==> config.mk <==
export PLATFORM = sky130hd
export DESIGN_NAME = cuenta_bits_envio
export DESIGN_NICKNAME = d
export VERILOG_FILES = /design/src/rtl/cuenta_bits_envio.sv
export SDC_FILE = /design/constraint.sdc
export NUM_CORES = 1
export LEC_CHECK = 0
export CAP_MARGIN = 20
export CORE_AREA = 2 2 39 41
export CTS_BUF_LIST = sky130_fd_sc_hd__clkbuf_8
export DETAILED_ROUTE_END_ITERATION = 8
export DIE_AREA = 0 0 41 43
export PLACE_DENSITY = 0.51
export SLEW_MARGIN = 30
export SYNTH_ARGS = -nofsm -noshare
export SYNTH_HDL_FRONTEND = slang
export SYNTH_SLANG_ARGS = --single-unit
==> constraint.sdc <==
create_clock -name clk -period 1.9 [get_ports clk]
set_clock_uncertainty 0.15 [all_clocks]
set_input_delay 0.475 -clock clk [delete_from_list [all_inputs] [get_ports clk]]
set_output_delay 0.475 -clock clk [all_outputs]
set_load 0.005 [all_outputs]
==> src/rtl/cuenta_bits_envio.sv <==
// Bit-timing generator for the serial send path: one-cycle `tiempo` strobe at the
// end of every bit slot of a frame, followed by a silent gap of GAP_BITS periods.
module cuenta_bits_envio #(
  parameter int BIT_CYCLES = 5,
  parameter int NUM_BITS   = 11,
  parameter int GAP_BITS   = 2
) (
  input  logic clk,
  input  logic rst,
  output logic tiempo
);

  localparam int CW   = (BIT_CYCLES > 1) ? $clog2(BIT_CYCLES) : 1;
  localparam int BMAX = (NUM_BITS > GAP_BITS) ? NUM_BITS : GAP_BITS;
  localparam int BW   = (BMAX > 1) ? $clog2(BMAX) : 1;

  localparam logic [CW-1:0] CYC_LAST  = CW'(BIT_CYCLES - 1);
  localparam logic [BW-1:0] SEND_LAST = BW'(NUM_BITS - 1);
  // GAP is unreachable when GAP_BITS==0; clamp so the constant stays in range
  localparam logic [BW-1:0] GAP_LAST  = BW'((GAP_BITS > 0) ? GAP_BITS - 1 : 0);

  typedef enum logic {SEND, GAP} state_e;

  logic [CW-1:0] cyc_cnt_q, cyc_cnt_d;
  logic [BW-1:0] bit_cnt_q, bit_cnt_d;
  state_e        state_q, state_d;
  logic          tiempo_q, tiempo_d;
  logic          eop;

  always_ff @(posedge clk or posedge rst) begin
    if (rst) begin
      cyc_cnt_q <= '0;
      bit_cnt_q <= '0;
      state_q   <= SEND;
      tiempo_q  <= 1'b0;
    end else begin
      cyc_cnt_q <= cyc_cnt_d;
      bit_cnt_q <= bit_cnt_d;
      state_q   <= state_d;
      tiempo_q  <= tiempo_d;
    end
  end

  always_comb begin
    eop       = (cyc_cnt_q == CYC_LAST);
    cyc_cnt_d = eop ? '0 : cyc_cnt_q + CW'(1);
    bit_cnt_d = bit_cnt_q;
    state_d   = state_q;
    tiempo_d  = eop && (state_q == SEND);
    if (eop) begin
      case (state_q)
        SEND: begin
          if (bit_cnt_q == SEND_LAST) begin
            bit_cnt_d = '0;
            if (GAP_BITS > 0) state_d = GAP;
          end else begin
            bit_cnt_d = bit_cnt_q + BW'(1);
          end
        end
        GAP: begin
          if (bit_cnt_q == GAP_LAST) begin
            bit_cnt_d = '0;
            state_d   = SEND;
          end else begin
            bit_cnt_d = bit_cnt_q + BW'(1);
          end
        end
        default: state_d = SEND;
      endcase
    end
  end

  assign tiempo = tiempo_q;

endmodule

Word level (Yosys, flattened, before mapping)
Cells that the tools add are included.

Register bits after elaboration: 9. Input bits: 2. Output and inout port bits: 1. Word-level logic and storage cells: 18.

$add $sub $neg: 2. Eq/ne operators: 3. Multiplexer cells: 7. Bitwise gates (word level): 1. Reduce and logical (&&, ||, !) cells: 1.

Operators by type and width (number): $mux W4 (2); $pmux W4 S2 (1); $add A4 B1 Y4 const B (1); $eq A4 B1 Y1 const B (1); $eq A4 B4 Y1 const B (1); $add A3 B1 Y3 const B (1); $eq A3 B3 Y1 const B (1); $mux W3 (1); $mux W1 (2); $pmux W1 S2 (1); $logic_and A1 B1 Y1 (1); $not A1 Y1 (1).

Depth between registers and ports, before layout
Depth after elaboration: 3. Depth in mapped cells: 5. Mapped depth without buffers: 5.

Least setup slack after synthesis
Ideal clock, no wire load.

Path type: register -> register. Start: reg cyc_cnt_q[0]. End: reg bit_cnt_q[1]. Library setup time: 0.065 ns. Data arrival time: 1.214 ns. Required time: 1.685 ns. Path slack: 0.471 ns. Stages on the path, launching flop included: 6. Buffers on the path: 0. Clock period less this slack: 1.429 ns. Cell sequence: dfrtp_1 > inv_1 > ha_1 > nand2_2 > a2111oi_2 > a211o_1.

Longest elaborated chain between the ends: 1.

Ends and longest elaborated chain: start: declaration (RTL line 24) `logic [CW-1:0] cyc_cnt_q, cyc_cnt_d;`; start signal: assignment (RTL line 37) `cyc_cnt_q <= cyc_cnt_d;`; $eq A3 B3 Y1 (RTL line 45) `eop = (cyc_cnt_q == CYC_LAST);`; end signal: assignment (RTL line 38) `bit_cnt_q <= bit_cnt_d;`; end: declaration (RTL line 25) `logic [BW-1:0] bit_cnt_q, bit_cnt_d;`.

No other way between the ends. A chain may end at the register's enable or synchronous reset.

Worst setup path after layout
Start: reg tiempo_q (netlist: tiempo). End: out tiempo.

RTL lines: start: declaration (RTL line 27) `logic tiempo_q, tiempo_d;`; start signal: assignment (RTL line 40) `tiempo_q <= tiempo_d;`; end: declaration (RTL line 10) `output logic tiempo`.

No word-level cell between the ends.

==> flow_summary.yaml <==
run_status:
  status: "finished, final reports clean"
pwr:
  power.total_uw: 417
  ir_worst_vdd_mv: 0.351
  combPwrFrac: 0.014
  p_int_uw: 337
  seqPwrFrac: 0.461
  switchingPower_uw: 80.0
  powerDensity_nw_per_um2: 800
  sw_frac_of_total: 0.192
  clockPowerShare: 0.525
  p_leak_uw: 0.000249
global_routing:
  grt_start_max_net_pins: 10
  grt_use_total: 0.120
  antenna_found_initial: 0
  grt_pass1_vias: 291
  gr-total-overflow: 0
  grt_pass1_wl_um: 1360
timing:
  slew_viol_final: 0
  setup_viol: 0
  grt_setup_unrepaired: "false"
  layout_min_cycle_time_ns: 1.66
  tightest_slew_ns: 0.344
  fin_crit_sh: 0.874
  fin_setup_tns_ns: 0
  fmax_mhz: 602
  hold_viol: 0
  slew_headroom: 0.771
cells_and_area:
  multi_input_area_um2: 195
  regArea_um2: 225
  diodes: 0
  stdcell_count: 62
  final_area_um2: 522
  fillers: 146
  areaGrowthSynthToFinish_pct: 15.8
  finalNetCount: 51
  final_core_util: 0.377
  drive_above_1_share: 0.174
route:
  drtIter0Drc: 2
  dr.pass1.iters: 2
  route.vias.total: 317
  ant_nets: 0
  drc_errors: 0
  viasPerCell: 5.11
  route.detailed.wl_per_inst_um: 11.7
  routed_wl_um: 724
synthesis:
  synth_xor_area_frac: 0.0194
  yosysTopAreaCell: "dfrtp_1"
  synth-seq-cells: 9
  synth.area.mux_share: 0.0472
  synth-simple-area-share: 0.158
  synth_compound_area_frac: 0.153
  ys_warn_count: 0
  async_reset_ff_frac: 1.00
  ys_seq_area_frac: 0.500
  syn_inst: 43
  synth_nets: 47
  post-synth-top-count-cell: "dfrtp_1"
  synth.area.top_cells: "dfrtp_1, ha_1, nor2_1, a2111oi_2, inv_1"
  synth-adder-area-share: 0.0556
  synthFlopType: "dfrtp_1"
  post_synth_num_cell_types: 24
  synthTopCellsByCount: "dfrtp_1, nor2_1, inv_1"
  postSynthAreaPerCell_um2: 10.5
  syn_area_um2: 450
  synth_top_area_frac: 0.500
  synth_top_family_by_area: "simple AND/OR/NAND/NOR gates"
  synth_edf_count: 0
critical_path:
  path_cells: "clkdlybuf4s50_1"
  critPathMaxStageDelay_ns: 0.49
  worstPathRequired_ns: 1.27
  path_delay_family: "buffers and inverters"
  crit_slowest_cell: "clkdlybuf4s50_1"
  rrSetupSlack_ns: 0.34
  crit_path_end_kind: "output port"
  critPathMaxFanout: 1
  critPathKind: "flop to output port"
  crit_buf_inv: 1
  cp-start-kind: "flop"
  crit_arrival_ns: 1.04
clock_tree:
  cts_buffers: 3
  cts_sinks: 9
  cts_tree: "done"
  path_clk_slew_ns: 0.04
  ctsResizeCount: 0
  cts-root-buf: "clkbuf_8"
  htreeDepth: 1
  hold_buffers: 0
  clk_latency_ns: 0.23
  cts_buffer_depth: 2
  cts_setup_buffers: 0
floorplan:
  rows: 14
  dieArea_um2: 1760
  core_area_um2: 1380
  start_util: 0.325
  die_y_um: 43
  io_pins: 3
  die_w_um: 41
flow_run:
  cap_violations: 0
place:
  place_area_um2: 475
  dp_cells: 58
  gp_congestion: 0.777
  dpl.hpwl_um: 535
  port_buffers: 2
hold_path:
  worst_hold_path_type: "flop to flop"
[sequential cells by signal (all words and copies together), names as in the netlist]
| signal | cells |
|---|---|
| tiempo | 1 |
| bit_cnt_q | 4 |
| cyc_cnt_q | 3 |
| state_q | 1 |
[routing by layer]
| metal | global-route usage | vias to the layer above | share of wire |
|---|---|---|---|
| met3 | 0.0314 | 2 | 0.029 |
| met4 | 0.0800 | 0 | 0.026 |
| met2 | 0.159 | 4 | 0.51 |
| met1 | 0.166 | 152 | 0.43 |
| met5 | 0 | - | 0 |
| li1 | - | 159 | - |
[area by class of cell]
cell class | count | share of cell area
tap | 16 | 0.0384
sequential | 9 | 0.432
timing repair buffer | 2 | 0.0384
inverter | 4 | 0.0288
clock inverter | 1 | 0.00959
multi-input combinational | 27 | 0.374
clock buffer | 3 | 0.0791
[worst register-to-register path: stages (launching register included)]
cell and delay [ns]:
dfrtp_1 0.39, inv_1 0.07, ha_1 0.26, nand2_2 0.14
a2111oi_2 0.34, a211o_1 0.14
[layout by cell type (no fill, tap or decap)]
cell             count
a2111oi_2            1
a211o_1              1
a21o_2               1
a21oi_1              2
a2bb2oi_1            1
a311oi_1             1
clkbuf_8             3
clkdlybuf4s50_1      2
clkinv_2             1
dfrtp_1              9
ha_1                 2
inv_1                4
mux2_2               1
mux2i_1              1
nand2_1              1
nand2_2              1
nand2b_1             1
nand3_1              1
nand4_1              2
nor2_1               5
nor3_1               1
nor3b_1              1
nor4_1               1
o41ai_1              1
xnor2_1              1
[path summary, 6_finish.rpt]
path,from,to,cells after the start
max reg2reg,cyc_cnt_q[0],bit_cnt_q[1],5
min reg2reg,cyc_cnt_q[0],cyc_cnt_q[0],1
min in group asynchronous,rst,tiempo,2
max in group asynchronous,rst,bit_cnt_q[3],2
min,cyc_cnt_q[0],cyc_cnt_q[0],1
max,tiempo,tiempo,1
[logic make-up after synthesis]
group           Yosys count
compound gates            8
buf+inv                   7
simple gates             14
mux                       2
flops                     9
fa+ha+maj                 2
xor+xnor                  1
[power groups by stage]
stage / clock network (uW) / registers, uW / logic, uW
CTS: 222 / 192 / 5.97
finish: 219 / 192 / 5.70
global placement: 0 / 195 / 5.87
global route: 240 / 192 / 6.72
detailed placement: 0 / 195 / 5.97
floorplan: 0 / 195 / 2.97
[through the flow]
stage	hold WS [ns]	worst slack [ns]
after global placement	0.290	0.408
final	0.320	0.240
after floorplan	0.153	0.471
after detailed placement	0.312	0.361
after global routing	0.353	0.195
after CTS	0.318	0.229
Power figures use the tool's default switching activity.
